**src/rtl/priority_arbiter.sv**
```systemverilog
// priority_arbiter
//   Registered arbiter over 2**N request lines, fixed-priority or round-robin,
//   presenting one winner at a time behind a valid/ready handshake.
//
// Handshake: a grant is offered while grant_valid-equivalent grantValid is high;
//   it is accepted on the rising edge where grantValid && grantReady. Until that
//   edge all grant outputs hold regardless of req/mode/enable. grantReady is
//   ignored while no grant is offered.
//
// Ports:
//   clk          rising-edge clock
//   rst_n        asynchronous active-low reset
//   enable       new grants are issued only while high
//   mode         0 = fixed priority (highest index wins), 1 = round robin
//   req          request vector, one bit per requester
//   grantReady   consumer accepts the current grant
//   grantValid   grant outputs hold a valid winner
//   grantIdx     binary index of the winner (0 when idle)
//   grantOneHot  one-hot winner (0 when idle)
//   lastIdx      index of the most recently accepted grant
//   state_dbg    current FSM state (0 = IDLE, 1 = GRANT)
module priority_arbiter #(
  parameter int N = 3
) (
  input  logic                clk,
  input  logic                rst_n,
  input  logic                enable,
  input  logic                mode,
  input  logic [(2**N)-1:0]   req,
  input  logic                grantReady,
  output logic                grantValid,
  output logic [N-1:0]        grantIdx,
  output logic [(2**N)-1:0]   grantOneHot,
  output logic [N-1:0]        lastIdx,
  output logic                state_dbg
);

  localparam int NUM = 2**N;

  typedef enum logic {
    IDLE  = 1'b0,
    GRANT = 1'b1
  } state_t;

  state_t state;

  logic [N-1:0] search_base;
  logic [N-1:0] search_idx;
  logic [N-1:0] cand_idx;
  logic         cand_found;
  logic         accept;

  assign accept    = (state == GRANT) && grantReady;
  assign state_dbg = (state == GRANT);

  // The only capture out of GRANT happens on accept, where the pointer being
  // written is the grant itself, so the search base can use grantIdx directly
  // and the back-to-back search sees the updated pointer. Fixed mode is the
  // round-robin search with base 0.
  always_comb begin
    search_base = '0;
    if (mode) begin
      search_base = (state == GRANT) ? grantIdx : lastIdx;
    end
  end

  // Descending search base-1, base-2, ... with modulo-2**N wrap; base is last.
  always_comb begin
    cand_found = 1'b0;
    cand_idx   = '0;
    search_idx = '0;
    for (int k = 1; k <= NUM; k++) begin
      search_idx = search_base - k[N-1:0];
      if (!cand_found && req[search_idx]) begin
        cand_found = 1'b1;
        cand_idx   = search_idx;
      end
    end
  end

  always_ff @(posedge clk or negedge rst_n) begin
    if (!rst_n) begin
      state       <= IDLE;
      grantValid  <= 1'b0;
      grantIdx    <= '0;
      grantOneHot <= '0;
      lastIdx     <= '0;
    end else begin
      case (state)
        IDLE: begin
          if (enable && cand_found) begin
            state       <= GRANT;
            grantValid  <= 1'b1;
            grantIdx    <= cand_idx;
            grantOneHot <= NUM'(1) << cand_idx;
          end
        end
        GRANT: begin
          if (accept) begin
            lastIdx <= grantIdx;
            if (enable && cand_found) begin
              grantIdx    <= cand_idx;
              grantOneHot <= NUM'(1) << cand_idx;
            end else begin
              state       <= IDLE;
              grantValid  <= 1'b0;
              grantIdx    <= '0;
              grantOneHot <= '0;
            end
          end
        end
        default: begin
          state       <= IDLE;
          grantValid  <= 1'b0;
          grantIdx    <= '0;
          grantOneHot <= '0;
        end
      endcase
    end
  end

endmodule

```
**config.mk**
```make
export PLATFORM = sky130hd
export DESIGN_NAME = priority_arbiter
export DESIGN_NICKNAME = d
export VERILOG_FILES = /design/src/rtl/priority_arbiter.sv
export SDC_FILE = /design/constraint.sdc
export NUM_CORES = 1
export LEC_CHECK = 0
export BUFFER_PORTS_ARGS = -buffer_cell sky130_fd_sc_hd__buf_2
export CAP_MARGIN = 20
export CORE_MARGIN = 5
export CORE_UTILIZATION = 40
export DETAILED_ROUTE_END_ITERATION = 7
export PLACE_DENSITY_LB_ADDON = 0.05
export SLEW_MARGIN = 40
export SYNTH_ARGS = -nofsm -noshare
export SYNTH_HDL_FRONTEND = slang
export SYNTH_SLANG_ARGS = --single-unit
```
**constraint.sdc**
```tcl
create_clock -name clk -period 4.2 [get_ports clk]
set_clock_uncertainty 0.1 [all_clocks]
set_input_delay 0.63 -clock clk [delete_from_list [all_inputs] [get_ports clk]]
set_output_delay 0.63 -clock clk [all_outputs]
set_load 0.005 [all_outputs]
```
### Word level (Yosys, flattened, before mapping)

Cells that the tools add are included.

* add/sub/neg operators: 7
* multiply operators: 0
* divide/modulo/power cells: 0
* $lt $le $gt $ge: 8
* eq/ne operators: 3
* shift-type cells: 1
* muxes and demuxes: 49
* bitwise gates (word level): 1
* reductions and logical operators: 19

Operators with widths (count)
* 3-bit 2-to-1 mux: 13
* 3-bit by 4-bit < comparator with 1-bit output (second input constant): 8
* 1-bit binary-select mux with 3-bit select: 8
* 8-bit 2-to-1 mux: 3
* 1-bit 2-to-1 mux: 21
* 8-bit one-hot mux with 2 select lines: 1
* 3-bit subtractor (second input constant): 4
* 1-bit logical AND: 9
* 1-bit by 3-bit << shifter with 8-bit output (first input constant): 1
* 1-bit logical NOT: 7
* 3-bit one-hot mux with 2 select lines: 1
* 3-bit by 2-bit subtractor with 3-bit output (second input constant): 2
* 2-bit != test (second input constant): 2
* 1-bit one-hot mux with 2 select lines: 2
* 2-bit AND reduction: 2
* 3-bit AND reduction: 1
* 3-bit by 1-bit subtractor with 3-bit output (second input constant): 1
* 2-bit by 1-bit != test with 1-bit output (second input constant): 1
* 1-bit inverter: 1

* register bits after elaboration: 16
* latch bits: 0
* RAM bits: 0
* ROM bits: 0
* input port bits: 13
* output and inout bits: 16
* word-level logic and storage cells: 93
* memories kept: 0

### Logic depth before layout (Yosys ltp)

Gate-level depths: netlist of run 1.

* word-level depth: 31
* mapped depth: 13
* gate-level depth less buffers: 11

### Least setup slack after synthesis of run 1

Ideal clock, no wire load.

* path type: input-to-reg
* start: in mode
* end: reg grantOneHot[1]
* setup time: 121 ps
* data arrival time: 4016 ps
* path slack: -38 ps
* stages: 13
* buffers on the path: 4
* cells stage by stage: buf_4 -> clkbuf_1 -> nand2_1 -> clkbuf_1 -> ha_1 -> xnor2_2 -> mux4_1 -> or3_1 -> buf_6 -> nor3_4 -> a211oi_2 -> or3_4 -> a32o_2

* cells in the longest elaborated chain, start to end: 30
* elaborated cells between the ends (all ways): 62

RTL lines
* from (decl): line 28 `input logic mode,`
* 3-bit 2-to-1 mux *: line 62 `if (mode) begin`
* 3-bit by 1-bit subtractor with 3-bit output: line 73 `search_idx = search_base - k[N-1:0];`
* 1-bit binary-select mux with 3-bit select: line 74 `if (!cand_found && req[search_idx]) begin`
* 1-bit 2-to-1 mux (not written as such): line 74
* 1-bit 2-to-1 mux: line 74
* 1-bit logical NOT: line 74
* 1-bit logical AND: line 74
* 1-bit 2-to-1 mux: line 74
* [14 not listed]
* 1-bit 2-to-1 mux: line 74
* 1-bit logical NOT: line 74
* 1-bit logical AND: line 74
* 3-bit 2-to-1 mux or 1-bit 2-to-1 mux (tied branches): line 74
* 1-bit by 3-bit << shifter with 8-bit output or 1-bit logical AND (tied branches)
* 8-bit 2-to-1 mux: line 101 `if (enable && cand_found) begin`
* 8-bit 2-to-1 mux: line 99 `if (accept) begin`
* 8-bit one-hot mux with 2 select lines: line 89 `case (state)`
* to (signal assigned): line 95 `grantOneHot <= NUM'(1) << cand_idx;`
* to (signal assigned): line 103 `grantOneHot <= NUM'(1) << cand_idx;`
* to (decl): line 33 `output logic [(2**N)-1:0] grantOneHot,`

Mark *: on every way between the ends. The rest lies on a longest branch, timed or not. The select of a mux whose other input is x is not followed.
A chain may end at the register's enable or synchronous reset.

### Final worst setup path of run 1

* start: reg state (netlist: state_dbg)
* end: reg grantOneHot[1]

* cells in the longest elaborated chain, start to end: 31
* elaborated cells between the ends (all ways): 66

RTL lines
* from (decl): line 45 `state_t state;`
* from (signal assigned): line 83 `state <= IDLE;`
* from (signal assigned): line 92 `state <= GRANT;`
* from (signal assigned): line 105 `state <= IDLE;`
* 3-bit 2-to-1 mux: line 63 `search_base = (state == GRANT) ? grantIdx : lastIdx;`
* 3-bit 2-to-1 mux: line 62
* 3-bit by 1-bit subtractor with 3-bit output: line 73
* 1-bit binary-select mux with 3-bit select: line 74
* 1-bit 2-to-1 mux (not written as such): line 74
* 1-bit 2-to-1 mux: line 74
* 1-bit logical NOT: line 74
* 1-bit logical AND: line 74
* [15 not listed]
* 1-bit 2-to-1 mux: line 74
* 1-bit logical NOT: line 74
* 1-bit logical AND: line 74
* 3-bit 2-to-1 mux or 1-bit 2-to-1 mux (tied branches): line 74
* 1-bit by 3-bit << shifter with 8-bit output or 1-bit logical AND (tied branches)
* 8-bit 2-to-1 mux: line 101
* 8-bit 2-to-1 mux: line 99
* 8-bit one-hot mux with 2 select lines: line 89

Parallel ways exist; a longest one is shown, timed or not. The select of a mux whose other input is x is not followed.

==> results.txt, run 1 <==
sequential area share after synthesis -> 0.229
Final Slew Violations -> 0
CP max-delay cell -> mux4_2
register-to-register setup slack -> 210 ps
pre-CTS WS -> 210 ps
gr usage total -> 0.171
share of cells above drive strength 1 -> 0.352
DRC Markers -> 0
first-pass GRT wire length -> 8340 µm
vias -> 1679
Std-Cell Rows -> 24
period utilization -> 0.950
Worst Reg-to-Reg Cells -> 11
port bufs -> 28
clock sink count -> 16
share of the synthesized area in the top cell type -> 0.229
vias in the first global route -> 1659
Synth async-reset ratio -> 1.00
largest net degree at the start of global routing -> 17
clock slew at reported path FFs -> 60 ps
GP Congestion -> 0.975
pwr/cell area -> 753 mW/mm²
synthesized cell area -> 0.00175 mm²
Clock Root Buffer -> clkbuf_8
DRT Pass-1 Iters -> 4
die height -> 76.1 µm
via/cell ratio -> 6.34
Synth Warn # -> 0
antenna cells -> 0
number of synthesized flops with an enable pin -> 0
detailed placement HPWL -> 3980 µm
Initial Util -> 0.407
minimum clock period -> 3990 ps
most used flip-flop cell after synthesis -> dfrtp_1
Fin. Hold Viols -> 0
PnR worst setup slack -> 210 ps
DR iter-0 viols -> 175
hold crit path type -> in2async
average cell area after synthesis -> 9.72 µm²
number of I/O pins -> 29
CTS buffer count -> 3
status -> finished, final reports clean
Post-Syn Instances -> 180
worst reg2reg endpoint -> grantOneHot[1]
ANT nets after route -> 0
clk buf depth -> 2
VDD IR max -> 0.000316 V
Nets -> 229
CTS tree -> done
Post-Route WL -> 4930 µm
Inst Count DP -> 261
clk_lat worst skew -> 250 ps
area of the die -> 0.00580 mm²
number of distinct library cells after synthesis -> 57
CP Data Required Time -> 4240 ps
Worst path max stage delay -> 600 ps
Area growth, synth to finish -> 16.4%
Synth area leader -> dfrtp_1
top post-synthesis cells by area -> dfrtp_1 23%, mux2i_1 7.4%, mux2_2 6.4%, mux4_1 4.5%, nand2_1 4.5%
CP max FO -> 10
initial antenna violation count -> 0
Layout Cells excl Fill -> 265
Slew @ Worst Pin -> 599 ps
setup TNS -> 0 ps
Core Area -> 0.00429 mm²
drt wl/cell -> 18.6 µm
H-tree depth -> 1
CP Capture Type -> register
Reg2Reg Launch Point -> state_dbg
Worst Setup Start Kind -> register
Final setup viols -> 0
Yosys reg bits -> 16
# hold bufs at CTS -> 0
fmax -> 251 MHz
crit-path cells -> mux2_4 > nand2_4 > inv_1 > ha_1 > xnor2_4 > mux4_2 > or3_1 > nor3_4 > a211oi_2 > or3_4 > a32o_2
gr ovfl total -> 0
fin util -> 0.474
Pleak -> 0.922 nW
syn nets -> 195
Die Wd -> 76.1 µm
max cap viols -> 0
CP Class -> reg2reg
RSZ-0062 raised after global routing -> no
CP Data Arrival Time -> 4030 ps
Rel. slew slack -> 0.599
-- cell type report --
class                      instances  area, µm²
clock buffer                       4       55.1
sequential                        16        400
multi-input combinational        153       1300
tap                               52       65.1
timing repair buffer              36        200
inverter                           4       15.0
fill                             422       2260
-- flip-flops by register name, indices dropped and copies added (netlist names) --
name	count
grantIdx	3
grantOneHot	8
grantValid	1
lastIdx	3
state_dbg	1
-- critical path, delay by kind of cell (launching register included) --
| kind | cells | cell delay (ps) |
|---|---|---|
| buffers and inverters | 1 | 90 |
| AOI/OAI and AO/OA | 2 | 350 |
| muxes | 2 | 980 |
| adders and majority gates | 1 | 260 |
| and+or+nand+nor | 4 | 1330 |
| DFF | 1 | 460 |
| xor gates and xnor gates | 1 | 290 |
-- cell families after synthesis --
kind of cell / share of synthesized area
AO/OA/AOI/OAI: 0.268
XOR/XNOR: 0.0250
adder cells (fa/ha/maj): 0.0143
buffers and inverters: 0.0386
flip-flops: 0.229
multiplexers: 0.248
AND/OR/NAND/NOR: 0.177
-- worst max path at each step --
stage,cells after the start,from,endpoint
2_1_floorplan,13,mode,grantOneHot[1]
3_3_place_gp,10,mode,grantOneHot[5]
3_5_place_dp,11,state_dbg,grantOneHot[1]
4_1_cts,11,state_dbg,grantOneHot[1]
5_1_grt,11,state_dbg,grantOneHot[1]
6_report,11,state_dbg,grantOneHot[1]
-- metal layers --
metal / up-vias / routed length (µm) / global-route usage
met5: - / 0 / 0
met4: 0 / 119 / 0.0804
met3: 11 / 227 / 0.0177
met2: 64 / 2480 / 0.293
met1: 820 / 2100 / 0.213
li1: 784 / - / -
-- cells in the mapped netlist (2+ instances only) --
cell       number
a32o_2          2
o32ai_1         2
o21ai_0         4
a21boi_0        4
o32a_1          2
and2_4          2
inv_1           3
o21a_1          2
mux2_2         10
a32o_1          2
a21oi_1         4
mux2i_1        13
buf_6           3
dfrtp_1        16
nand2_1        21
o22ai_1         3
and3_2          2
o31ai_1         6
clkbuf_1        3
nand3_1         4
o211ai_1        4
mux4_2          3
a211o_1         5
mux4_1          3
ha_1            2
nor3_1          6
mux2_4          3
o2bb2ai_1       2
a211oi_2        2
nor2_1         14
nand2b_1        2
-- power breakdown --
group          total, W  internal [W]  switching (W)  leakage (nW)
clock network  0.000135     0.0000832      0.0000513        0.0288
registers      0.000257      0.000215      0.0000418         0.208
logic           0.00114      0.000509       0.000633         0.686
-- timing repair --
action / in CTS / in global routing
buffers inserted: 0 / 0
resized for setup: 0 / 1
endpoints found under the setup margin: 0 / 1
-- cell usage in the layout (no fill, tap or decap), types with 3 or more instances in the layout --
cell	Yosys	layout
a21oi_1	4	4
mux2_4	3	3
o31ai_1	6	6
o211ai_1	4	4
nor2_1	14	14
a211o_1	5	5
mux4_1	3	3
nand2_1	21	21
nand3_1	4	4
buf_4	1	8
clkbuf_8	0	4
mux2_2	10	10
nor3_1	6	6
o21ai_0	4	4
dfrtp_1	16	16
a21boi_0	4	4
mux4_2	3	3
buf_2	0	28
o22ai_1	3	3
inv_1	3	3
mux2i_1	13	13
-- stage by stage --
step,cell area [µm²],total power [W],hold WS [ps]
floorplan,1760,0.00108,234
global placement,1970,0.00139,360
detailed placement,1970,0.00139,369
CTS,2030,0.00153,189
global route,2040,0.00165,206
finish,2040,0.00153,178
(Power assumes the default switching activity.)
==> run 2: changes to the inputs <==
Settings changed: CORE_UTILIZATION 40 to 51, MAX_ROUTING_LAYER set to met4.
==> results.txt, run 2 (synthesized netlist as in run 1, its figures left out) <==
worst reg2reg endpoint -> grantOneHot[5]
CP Capture Type -> register
detailed placement HPWL -> 3570 µm
Die Wd -> 68.6 µm
gr usage total -> 0.213
Nets -> 227
Top Registers -> grantOneHot x8, grantIdx x3, lastIdx x3
area of the die -> 0.00470 mm²
vias -> 1636
largest net degree at the start of global routing -> 17
crit-path cells -> mux2_4 > nand2_4 > inv_1 > ha_1 > xnor2_4 > mux4_2 > or3_1 > o31a_1 > and2_4 > a21boi_4 > a32o_2
Reg2Reg Launch Point -> state_dbg
Core Area -> 0.00334 mm²
Largest Register -> grantOneHot
CP Data Required Time -> 4270 ps
CTS buffer count -> 3
Worst path max stage delay -> 610 ps
register-to-register setup slack -> 140 ps
RSZ-0062 raised after global routing -> no
CP max-delay cell -> mux4_2
H-tree depth -> 1
Area growth, synth to finish -> 14.2%
port bufs -> 28
Top Family by Delay on Critical Path -> multiplexers
Post-Route WL -> 4380 µm
via/cell ratio -> 6.37
clock sink count -> 16
GP Congestion -> 0.934
CTS tree -> done
first-pass GRT wire length -> 7380 µm
pwr/cell area -> 729 mW/mm²
DRT Pass-1 Iters -> 4
Clock Root Buffer -> clkbuf_4
antenna cells -> 0
placement-stage cell area -> 0.00195 mm²
Buf/Inv on CP -> 1
setup TNS -> 0 ps
clock slew at reported path FFs -> 90 ps
# hold bufs at CTS -> 0
die height -> 68.6 µm
ANT nets after route -> 0
DRC Markers -> 0
Std-Cell Rows -> 21
CP Data Arrival Time -> 4130 ps
initial antenna violation count -> 0
CP max FO -> 10
CTS-repair resized insts -> 0
period utilization -> 0.966
Final Cell Area -> 0.00200 mm²
vias in the first global route -> 1630
CP Class -> reg2reg
fin util -> 0.598
share of cells above drive strength 1 -> 0.351
clk_lat worst skew -> 270 ps
drt wl/cell -> 17.0 µm
Final Slew Violations -> 0
Final setup viols -> 0
Initial Util -> 0.524
VDD IR max -> 0.000387 V
Worst Reg-to-Reg Cells -> 11
Worst Setup Start Kind -> register
fmax -> 247 MHz
hold crit path type -> in2async
max reg flops -> 8
most frequent cells in the layout -> 28 x buf_2, 20 x nand2_1, 16 x dfrtp_1, 14 x nor2_1, 13 x mux2i_1
Rel. slew slack -> 0.505
DR iter-0 viols -> 102
max cap viols -> 0
clk buf depth -> 2
number of I/O pins -> 29
status -> finished, final reports clean
Pleak -> 0.905 nW
minimum clock period -> 4060 ps
Slew @ Worst Pin -> 723 ps
Fin. Hold Viols -> 0
gr ovfl total -> 0
post-CTS setup repair buffer count -> 0
leading cell type in the layout, fill and taps excluded -> buf_2
-- run 2: area by class of cell --
class	instances	area, µm²
Clock buffer	4	36.3
Fill cell	301	1340
Inverter	4	15.0
Multi-Input combinational cell	153	1300
Sequential cell	16	400
Tap cell	46	57.6
Timing Repair Buffer	34	185
-- run 2: worst register-to-register path, delay by kind of cell, from the launching register on --
kind / cells / cell delay (ps)
AOI/OAI and AO/OA: 3 / 840
adders and majority gates: 1 / 260
xor gates and xnor gates: 1 / 300
and+or+nand+nor: 3 / 890
DFF: 1 / 480
muxes: 2 / 980
buffers and inverters: 1 / 100
-- run 2: power by group --
group	total (W)	leakage [nW]	switching, W	internal, W
logic	0.00110	0.676	0.000607	0.000492
registers	0.000260	0.208	0.0000450	0.000215
clock network	0.0000968	0.0210	0.0000442	0.0000526
-- run 2: worst max-delay path by stage --
stage | slack (ps) | startpoint | to | cells past startpoint
finish | 140 | state_dbg | grantOneHot[5] | 11
global route | 20 | state_dbg | grantOneHot[5] | 11
CTS | 150 | state_dbg | grantOneHot[5] | 11
detailed placement | 150 | mode | grantOneHot[1] | 11
global placement | 270 | mode | grantOneHot[5] | 10
floorplan | 30 | mode | grantOneHot[1] | 13
-- run 2: layer usage --
layer  track usage  part of all wire
met1         0.244              0.41
met2         0.383              0.50
met4        0.0893             0.032
met5             -                 0
met3        0.0113             0.054
-- run 2: per-stage QoR --
stage | std cells | power, W | hold slack [ps] | setup WS, ps
finish | 257 | 0.00146 | 146 | 144
global route | 257 | 0.00158 | 164 | 17.8
CTS | 257 | 0.00145 | 147 | 146
detailed placement | 253 | 0.00135 | 364 | 152
global placement | 253 | 0.00133 | 361 | 273
floorplan | 180 | 0.00108 | 234 | 25.3
